## config.mk

```make
export PLATFORM = sky130hd
export DESIGN_NAME = rect_motion_ctl
export DESIGN_NICKNAME = d
export VERILOG_FILES = /design/src/rtl/rect_motion_ctl.sv
export SDC_FILE = /design/constraint.sdc
export NUM_CORES = 1
export LEC_CHECK = 0
export CAP_MARGIN = 25
export CORE_MARGIN = 1.5
export CORE_UTILIZATION = 40
export DETAILED_ROUTE_END_ITERATION = 10
export SLEW_MARGIN = 20
export SYNTH_ARGS = -nofsm -noshare
export SYNTH_HDL_FRONTEND = slang
export SYNTH_SLANG_ARGS = --single-unit
```

## constraint.sdc

```tcl
create_clock -name clk -period 5 [get_ports clk]
set_input_delay 1 -clock clk [delete_from_list [all_inputs] [get_ports clk]]
set_output_delay 1 -clock clk [all_outputs]
set_load 0.01 [all_outputs]
```

## src/rtl/rect_motion_ctl.sv

```systemverilog
// rect_motion_ctl: per-frame position generator for the rectangle draw stage.
//   The rectangle follows the mouse, drops under gravity on a left click,
//   bounces on the floor with damping and then comes to rest.
// Latency: xpos/ypos/state_o update on the clock edge that first samples vsync
//   high (one cycle after the rising edge reaches the input).
// Backpressure: none; outputs are level signals held constant between frame ticks.
// Ports:
//   clk, rst               pixel clock, synchronous active-high reset
//   vsync                  frame timing; rising edge is the frame tick
//   mouse_xpos/ypos/left   mouse position and left button level (clk domain)
//   xpos, ypos             registered top-left corner of the rectangle
//   state_o                debug view of the motion state (0 IDLE .. 3 REST)
module rect_motion_ctl #(
  parameter int SCREEN_W   = 800,
  parameter int SCREEN_H   = 600,
  parameter int RECT_W     = 64,
  parameter int RECT_H     = 64,
  parameter int G          = 1,
  parameter int V_MAX      = 32,
  parameter int DAMP_SHIFT = 1,
  parameter int V_STOP     = 2
) (
  input  logic        clk,
  input  logic        rst,
  input  logic        vsync,
  input  logic [11:0] mouse_xpos,
  input  logic [11:0] mouse_ypos,
  input  logic        mouse_left,
  output logic [11:0] xpos,
  output logic [11:0] ypos,
  output logic [1:0]  state_o
);

  localparam logic [12:0] X_MAX   = 13'(SCREEN_W - RECT_W - 1);
  localparam logic [12:0] Y_FLOOR = 13'(SCREEN_H - RECT_H - 1);
  localparam logic [12:0] G13     = 13'(G);
  localparam logic [5:0]  G6      = 6'(G);
  localparam logic [12:0] VMAX13  = 13'(V_MAX);
  localparam logic [5:0]  VMAX6   = 6'(V_MAX);
  localparam logic [5:0]  VSTOP6  = 6'(V_STOP);

  typedef enum logic [1:0] {
    IDLE   = 2'd0,
    FALL   = 2'd1,
    BOUNCE = 2'd2,
    REST   = 2'd3
  } state_t;

  state_t      state;
  logic [5:0]  vel;
  logic        vsync_q;
  logic        left_q;
  logic        pend;

  logic        tick;
  logic        press;
  logic        take_press;
  logic [11:0] mx_clamp;
  logic [11:0] my_clamp;
  logic [12:0] fall_ny;
  logic        fall_hit;
  logic [5:0]  fall_vb;
  logic [12:0] vel_inc;
  logic [5:0]  fall_vel;
  logic [11:0] bnc_y;
  logic [5:0]  bnc_vel;

  assign tick    = vsync & ~vsync_q;
  assign press   = mouse_left & ~left_q;
  // A press landing on the tick cycle has not reached pend yet, so fold it in here.
  assign take_press = pend | press;
  assign state_o = state;

  always_comb begin
    mx_clamp = ({1'b0, mouse_xpos} > X_MAX)   ? X_MAX[11:0]   : mouse_xpos;
    my_clamp = ({1'b0, mouse_ypos} > Y_FLOOR) ? Y_FLOOR[11:0] : mouse_ypos;

    // Falling: 13-bit sum so a large step past the floor cannot wrap.
    fall_ny  = {1'b0, ypos} + {7'b0, vel};
    fall_hit = (fall_ny >= Y_FLOOR);
    fall_vb  = vel >> DAMP_SHIFT;
    vel_inc  = {7'b0, vel} + G13;
    fall_vel = (vel_inc > VMAX13) ? VMAX6 : vel_inc[5:0];

    // Rising: both position and speed clamp at zero instead of underflowing.
    bnc_y    = (ypos > {6'b0, vel}) ? (ypos - {6'b0, vel}) : 12'd0;
    bnc_vel  = (vel > G6) ? (vel - G6) : 6'd0;
  end

  always_ff @(posedge clk) begin
    if (rst) begin
      state   <= IDLE;
      xpos    <= '0;
      ypos    <= '0;
      vel     <= '0;
      vsync_q <= 1'b0;
      left_q  <= 1'b0;
      pend    <= 1'b0;
    end else begin
      vsync_q <= vsync;
      left_q  <= mouse_left;

      // pend is consumed by every tick, whatever the state makes of it.
      if (tick)
        pend <= 1'b0;
      else if (press)
        pend <= 1'b1;

      if (tick) begin
        case (state)
          IDLE: begin
            xpos <= mx_clamp;
            ypos <= my_clamp;
            if (take_press) begin
              state <= FALL;
              vel   <= '0;
            end
          end

          FALL: begin
            if (fall_hit) begin
              ypos <= Y_FLOOR[11:0];
              if (fall_vb < VSTOP6) begin
                state <= REST;
                vel   <= '0;
              end else begin
                state <= BOUNCE;
                vel   <= fall_vb;
              end
            end else begin
              ypos <= fall_ny[11:0];
              vel  <= fall_vel;
            end
          end

          BOUNCE: begin
            ypos <= bnc_y;
            vel  <= bnc_vel;
            // Apex reached: start falling again from zero speed.
            if (bnc_vel == 6'd0)
              state <= FALL;
          end

          REST: begin
            if (take_press) begin
              state <= IDLE;
              xpos  <= mx_clamp;
              ypos  <= my_clamp;
            end
          end

          default: state <= IDLE;
        endcase
      end
    end
  end

endmodule

```

Word level (Yosys, flattened, before mapping)
Index checks and enable logic that the tools add are counted.
- $add $sub $neg: 4
- magnitude comparators: 7
- equal/unequal tests: 7
- multiplexer cells: 20
- bitwise logic cells: 5
- reductions and logical operators: 9
- operator list (kind ; number):
    2-to-1 mux 12 bit ; 6
    case mux 12 bit (4 select lines) ; 1
    greater-than comparator 12 x 10 -> 1 bit, second input constant ; 2
    2-to-1 mux 6 bit ; 4
    case mux 12 bit (2 select lines) ; 1
    case mux 6 bit (3 select lines) ; 1
    adder 12 x 6 -> 13 bit ; 1
    greater-or-equal comparator 13 x 10 -> 1 bit, second input constant ; 1
    greater-than comparator 12 x 6 -> 1 bit ; 1
    subtractor 12 x 6 -> 12 bit ; 1
    2-to-1 mux 2 bit ; 4
    inequality test 2 bit, second input constant ; 4
    case mux 2 bit (4 select lines) ; 1
    adder 6 x 1 -> 7 bit, second input constant ; 1
    greater-than comparator 7 x 6 -> 1 bit, second input constant ; 1
    greater-than comparator 6 x 1 -> 1 bit, second input constant ; 1
    zero test 6 bit ; 1
    AND reduction 3 bit ; 2
    subtractor 6 x 1 -> 6 bit, second input constant ; 1
    < comparator 5 x 2 -> 1 bit, second input constant ; 1
    2-to-1 mux 5 bit ; 1
    AND reduction 5 bit ; 1
    equality test 2 bit, second input constant ; 2
    nonzero test 3 bit ; 1
    other kinds (9) ; 11
- bits in registers: 35
- input port bits: 28
- output and inout port bits: 26
- logic and storage cells: 59

Logic depth before layout (Yosys ltp)
Gate-level depths: netlist of the first run.
- word-level depth: 5
- depth in mapped cells: 13
- depth with buffers taken out: 12

Least setup slack after synthesis of the first run
OpenSTA, ideal clock, no wires.
- path type: reg-to-reg
- start point: register vel[5]
- end point: register vel[1]
- setup time: 86 ps
- arrival time: 3250 ps
- data required time: 4914 ps
- path slack: 1664 ps
- stages on the path, launching flop included: 14
- buffers on the path: 3
- period minus slack after synthesis: 3336 ps
- cell sequence: dfxtp_1 clkbuf_1 inv_1 ha_1 buf_6 or3_1 a211oi_4 o21ai_2 xnor2_1 or4_4 o31ai_4 buf_6 a31oi_1 a221oi_2
- word-level cells in the longest chain between the ends: 5
- elaborated cells on any way between the ends: 11
- those cells by class: add/sub: 2; order compare: 4; mux: 5
- RTL lines (element ; RTL line ; text):
    start, declared ; 50 ; logic [5:0] vel;
    start signal, assigned ; 128 ; vel <= fall_vb;
    start signal, assigned ; 132 ; vel <= fall_vel;
    start signal, assigned ; 138 ; vel <= bnc_vel;
    parallel branches: the longest is 4 deep, another holds adder 12 x 6 -> 13 bit ; n/a ;
    case mux 6 bit (3 select lines) * ; 110 ; case (state)
Mark *: on every way between the ends.
A chain may end at the register's enable or synchronous reset.

Worst setup path in the final report of the first run
Same ends and word-level chain as after synthesis.

==> results of run 1 <==
## area by class of cell
class,instances,area [µm²]
multi-input combinational,314,2080
timing repair buffer,55,546
sequential,35,701
clock inverter,2,12.5
tap,99,124
inverter,24,90.1
fill,749,3630
clock buffer,6,72.6
## layer usage
layer	share of wire	GRT usage
met1	0.45	0.326
met2	0.47	0.387
met3	0.058	0.0379
met4	0.017	0.0699
met5	0	0
## power breakdown
part           switching [mW]  total (mW)  internal (mW)
registers              0.0289       0.330          0.301
logic                   0.203       0.356          0.153
clock network           0.117       0.214         0.0976
total                   0.348       0.900          0.552
## cells by family after synthesis
group,after synthesis,synth area share
AOI/OAI and AO/OA,124,0.304
buffers and inverters,47,0.0691
DFF,35,0.234
adders and majority gates,22,0.0971
and+or+nand+nor,154,0.254
xor gates and xnor gates,14,0.0410
## worst max-delay path by stage
stage / to / depth (start not counted) / slack [ns] / from
2_1_floorplan: vel[1] / 13 / 1.66 / vel[5]
6_report: vel[1] / 10 / 1.16 / vel[5]
3_3_place_gp: ypos[8] / 10 / 1.28 / vel[5]
4_1_cts: ypos[8] / 10 / 1.20 / vel[5]
3_5_place_dp: vel[1] / 10 / 1.23 / vel[5]
5_1_grt: ypos[8] / 10 / 0.90 / vel[5]
## through the flow
step	cell area (µm²)	hold slack [ns]	cells	setup slack, ns
finish	3630	0.477	535	1.16
global route	3630	0.494	535	0.897
CTS	3630	0.481	535	1.20
detailed placement	3540	0.470	527	1.23
global placement	3540	0.464	527	1.28
floorplan	2990	0.495	396	1.66
## cell usage in the layout (no fill, tap or decap), drive strengths merged, types with 10 or more instances in the layout
cell           count
ha                20
o21ai             33
inv               24
a21oi             22
a211oi            10
dfxtp             35
nor2              45
a31oi             13
nand3             10
nand2             30
clkdlybuf4s50     53
nor3              22
xnor2             13
## sequential cells by signal, summed over array words and instances, names as in the netlist
register and cells:
vel 6, vsync_q 1, left_q 1, state_o 2, ypos 12, xpos 12
pend 1
==> results.cfg, run 1 <==
[outcome]
status = completed

[global_route]
grt_pass1_wl_um = 14600
grt_pass1_vias = 2885
grt-ovfl-total = 0
grtUsageTotal = 0.238
grt_antenna_before_repair = 0
grt_max_degree = 26

[timing]
hold_violations = 0
fmaxAchievable_ghz = 0.260
drv_slew = 0
period_needed_ns = 3.84
slew_headroom = 0.407
setup_viol = 0
min_period_over_period = 0.769
setup_tns_ns = 0
rsz0062_at_grt = false
tightestPinTransition_ns = 0.884
final.setup_skew_ns = 0.00427

[cts]
clock_sinks = 35
cts_tree = built
cts_resized = 0
cts_max_path_buffers = 2
holdBufCountCts = 0
cts_buffers = 5
clockRootBuffer = clkbuf_8
clk_pin_slew_ns = 0.08
clk_latency_ns = 0.30
cts_setup_buffers = 0
cts_htree_levels = 2

[pwr]
irDropWorstVdd_mv = 0.142
total_power_uw = 900
power_leakage_nw = 1.30
powerDensity_nw_per_um2 = 248

[floorplan]
fp.dieW_um = 89.4
core_um2 = 7250
start_util = 0.412
num_rows = 31
die-area_um2 = 8000
ioPinCount = 54
die_h_um = 89.4

[worst_setup_path]
worst-path-buf-inv = 1
rr_worst_depth = 10
cp_max_fo = 14
critical_path_class = reg2reg
r2r_end = vel[1]
critPathCaptureType = flip-flop
slowest_stage = o31ai_4
cp-start-kind = flip-flop
required_ns = 5.21
r2r_setup_slack_ns = 1.16
arrival_ns = 4.05
rr_startpoint = vel[5]
cp_top_family = compound AO/OA/AOI/OAI gates
cpPeakStageDelay_ns = 0.59
crit_chain = inv_1 -> ha_1 -> or3_1 -> a211oi_4 -> o21ai_2 -> xnor2_1 -> or4_4 -> o31ai_4 -> a31oi_1 -> a221oi_2

[logic_synthesis]
syn-mean-instance-area_um2 = 7.55
synth-main-ff-cell = dfxtp_1
async_reset_ff_frac = 0
synth_area_leaders = dfxtp_1 23%, ha_1 8.4%, nor2_1 5.5%
synth.most_common_cell = nor2_1
syn_inst = 396
synth_top_cell_area_share = 0.234
yosys-top-cells-count = 44 x nor2_1, 35 x dfxtp_1, 30 x nand2_1, 30 x o21ai_0, 23 x inv_1
yosys_warnings = 0
syn_area_um2 = 2990
syn_nets = 446
ys_ff_latch = 35
yosys.area.top_type = dfxtp_1
synth-seq-area-share = 0.234
synth_edf_count = 0
ys_types = 69

[min_path]
hp-start = xpos[11]
min_to = xpos[11]
hp-class = reg2reg
worst_hold_path.num_cells = 1

[routing]
detail-route-antenna-nets = 0
wirelength_um = 8890
first_pass_iters = 5
vias = 3092
drc = 0
post_drt_wl_per_cell_um = 16.6
drtIter0Drc = 151
avgViaCountPerCell = 5.78

[finish]
fin_nets = 485
drive_above_1_share = 0.0619
n_antenna_cell = 0
area_growth_pct = 21.3
post-route-util = 0.500

[placement]
dp_hpwl_um = 6740
port-buffer-count = 53
gp_congestion = 0.924

[run]
drv_cap = 0
(Power assumes the default switching activity.)
==> run 2: changes to the inputs <==
--- a/config.mk
+++ b/config.mk
@@ -9,6 +9,7 @@
 export CORE_MARGIN = 1.5
 export CORE_UTILIZATION = 40
 export DETAILED_ROUTE_END_ITERATION = 10
+export PLACE_DENSITY = 0.66
 export SLEW_MARGIN = 20
 export SYNTH_ARGS = -nofsm -noshare
 export SYNTH_HDL_FRONTEND = slang
==> constraint.sdc (replaced) <==
create_clock -name clk -period 3.5 [get_ports clk]
set_input_delay 0.7 -clock clk [delete_from_list [all_inputs] [get_ports clk]]
set_output_delay 0.7 -clock clk [all_outputs]
set_load 0.01 [all_outputs]
==> run 2 against run 1 <==
  * Flip-flop and latch count is the same
  * Worst hold slack better by 0.00071 ns
  * Largest power group unchanged
  * Sequential share of layout area is 0.89 points lower
  * Die area stayed put
  * Power up 46%
  * Register-to-register slack lost 0.93 ns
  * Clock power is 44% higher
  * Global-route usage increased by 0.69 points
  * Sequential power grew 40%
  * Highest routed layer unchanged
  * Final cell count increased by 4.3%
  * Final area grew 5.0%
  * Critical path depth increased by 2
  * Critical path type unchanged
==> results.cfg, run 2 (synthesized netlist as in run 1, its figures left out) <==
[floorplan]
fp.dieW_um = 89.4
start_util = 0.412
core_um2 = 7250
die_h_um = 89.4
die-area_um2 = 8000
num_rows = 31
ioPinCount = 54

[timing]
hold_violations = 0
rsz0062_at_grt = false
fmaxAchievable_ghz = 0.306
final.setup_skew_ns = 0.00688
setup_viol = 0
period_needed_ns = 3.27
drv_slew = 0
slew_headroom = 0.511
tightestPinTransition_ns = 0.731
min_period_over_period = 0.934
fin_ws_ns = 0.230
setup_tns_ns = 0

[min_path]
hp-start = xpos[10]
hp-class = reg2reg
worst_hold_path.num_cells = 1
min_to = xpos[10]

[placement]
pre_cts_slack_ns = 0.214
gp_congestion = 0.937
dp_hpwl_um = 7160
dpl_cell_area_um2 = 3710
port-buffer-count = 53

[global_route]
grt_pass1_vias = 2986
grt_pass1_wl_um = 15000
grt_max_degree = 20
grt_antenna_before_repair = 0
grtUsageTotal = 0.245
grt-ovfl-total = 0

[run]
drv_cap = 0

[worst_setup_path]
critPathCaptureType = flip-flop
cp_max_fo = 10
crit_start = ypos[0]
rr_startpoint = ypos[0]
required_ns = 3.70
critical_path_class = reg2reg
cp-start-kind = flip-flop
r2r_end = vel[1]
arrival_ns = 3.47
r2r_setup_slack_ns = 0.23
rr_worst_depth = 12

[finish]
n_antenna_cell = 0
final_cell_mix = 53 x clkdlybuf4s50_1, 44 x nor2_1, 34 x dfxtp_1
post-route-util = 0.525
drive_above_1_share = 0.115
top_regs = xpos: 12 flops, ypos: 12 flops, vel: 6 flops
layout_commonest_cell = clkdlybuf4s50_1
design_area_um2 = 3810
area_growth_pct = 27.5
fin_nets = 508
fillCellCount = 720

[cts]
cts_setup_buffers = 0
cts_resized = 0
cts_tree = built
clk_latency_ns = 0.30
cts_buffers = 5
clock_sinks = 35
cts_htree_levels = 2
cts_max_path_buffers = 2
clk_pin_slew_ns = 0.08
holdBufCountCts = 0
clockRootBuffer = clkbuf_8

[routing]
post_drt_wl_per_cell_um = 16.5
drc = 0
detail-route-antenna-nets = 0
drtIter0Drc = 215
vias = 3161
wirelength_um = 9190
first_pass_iters = 4
avgViaCountPerCell = 5.66

[outcome]
status = completed

[pwr]
powerDensity_nw_per_um2 = 346
irDropWorstVdd_mv = 0.188
power_leakage_nw = 1.41
==> run 2: cell count changes in the layout (fill, tap and decap cells not counted), sizes merged <==
cell,delta
buf,+23
clkinvlp,+1
clkbuf,-1
==> run 2: metal layers <==
| metal | vias to the layer above | global-route usage | routed length (µm) |
|---|---|---|---|
| met1 | 1472 | 0.320 | 4080 |
| met5 | - | 0 | 0 |
| met4 | 0 | 0.0699 | 160 |
| met3 | 13 | 0.0416 | 472 |
| met2 | 106 | 0.416 | 4470 |
| li1 | 1570 | - | - |
==> run 2: per-stage QoR <==
stage          total power [mW]  hold slack [ns]  cells
2_1_floorplan             0.813            0.495    396
3_3_place_gp               1.01            0.465    550
3_5_place_dp               1.01            0.471    550
4_1_cts                    1.32            0.482    558
5_1_grt                    1.40            0.511    558
6_report                   1.32            0.478    558
==> run 2: power by group <==
group          leakage (nW)  switching, mW  internal (mW)
sequential            0.287         0.0329          0.430
combinational          1.08          0.303          0.244
clock                0.0402          0.169          0.139
total                  1.41          0.505          0.813
==> run 2: final cells by class <==
cell class	instances	area [µm²]	area share
clock inverters	3	20.0	0.00525
flip-flops and latches	35	702	0.184
inverters	24	90.1	0.0236
well taps	99	124	0.0325
repair buffers	78	722	0.189
clock buffers	5	68.8	0.0181
multi-input cells	314	2080	0.547
==> run 2: critical path, stage by stage (launching register included) <==
cell      delay [ns]
dfxtp_1         0.39
ha_1            0.19
inv_1           0.05
fa_1            0.39
o21bai_1        0.24
and2_2          0.25
nor2_2          0.06
xnor2_1         0.15
or4_4           0.57
o31ai_4         0.33
buf_6           0.20
a31oi_1         0.11
a221oi_2        0.23
==> run 2: worst max-delay path by stage <==
| stage | slack [ns] | depth (start not counted) | endpoint |
|---|---|---|---|
| 2_1_floorplan | 0.16 | 13 | vel[1] |
| 3_3_place_gp | 0.29 | 10 | ypos[4] |
| 3_5_place_dp | 0.21 | 12 | vel[1] |
| 4_1_cts | 0.18 | 12 | vel[1] |
| 5_1_grt | 0.03 | 12 | vel[1] |
| 6_report | 0.23 | 12 | vel[1] |
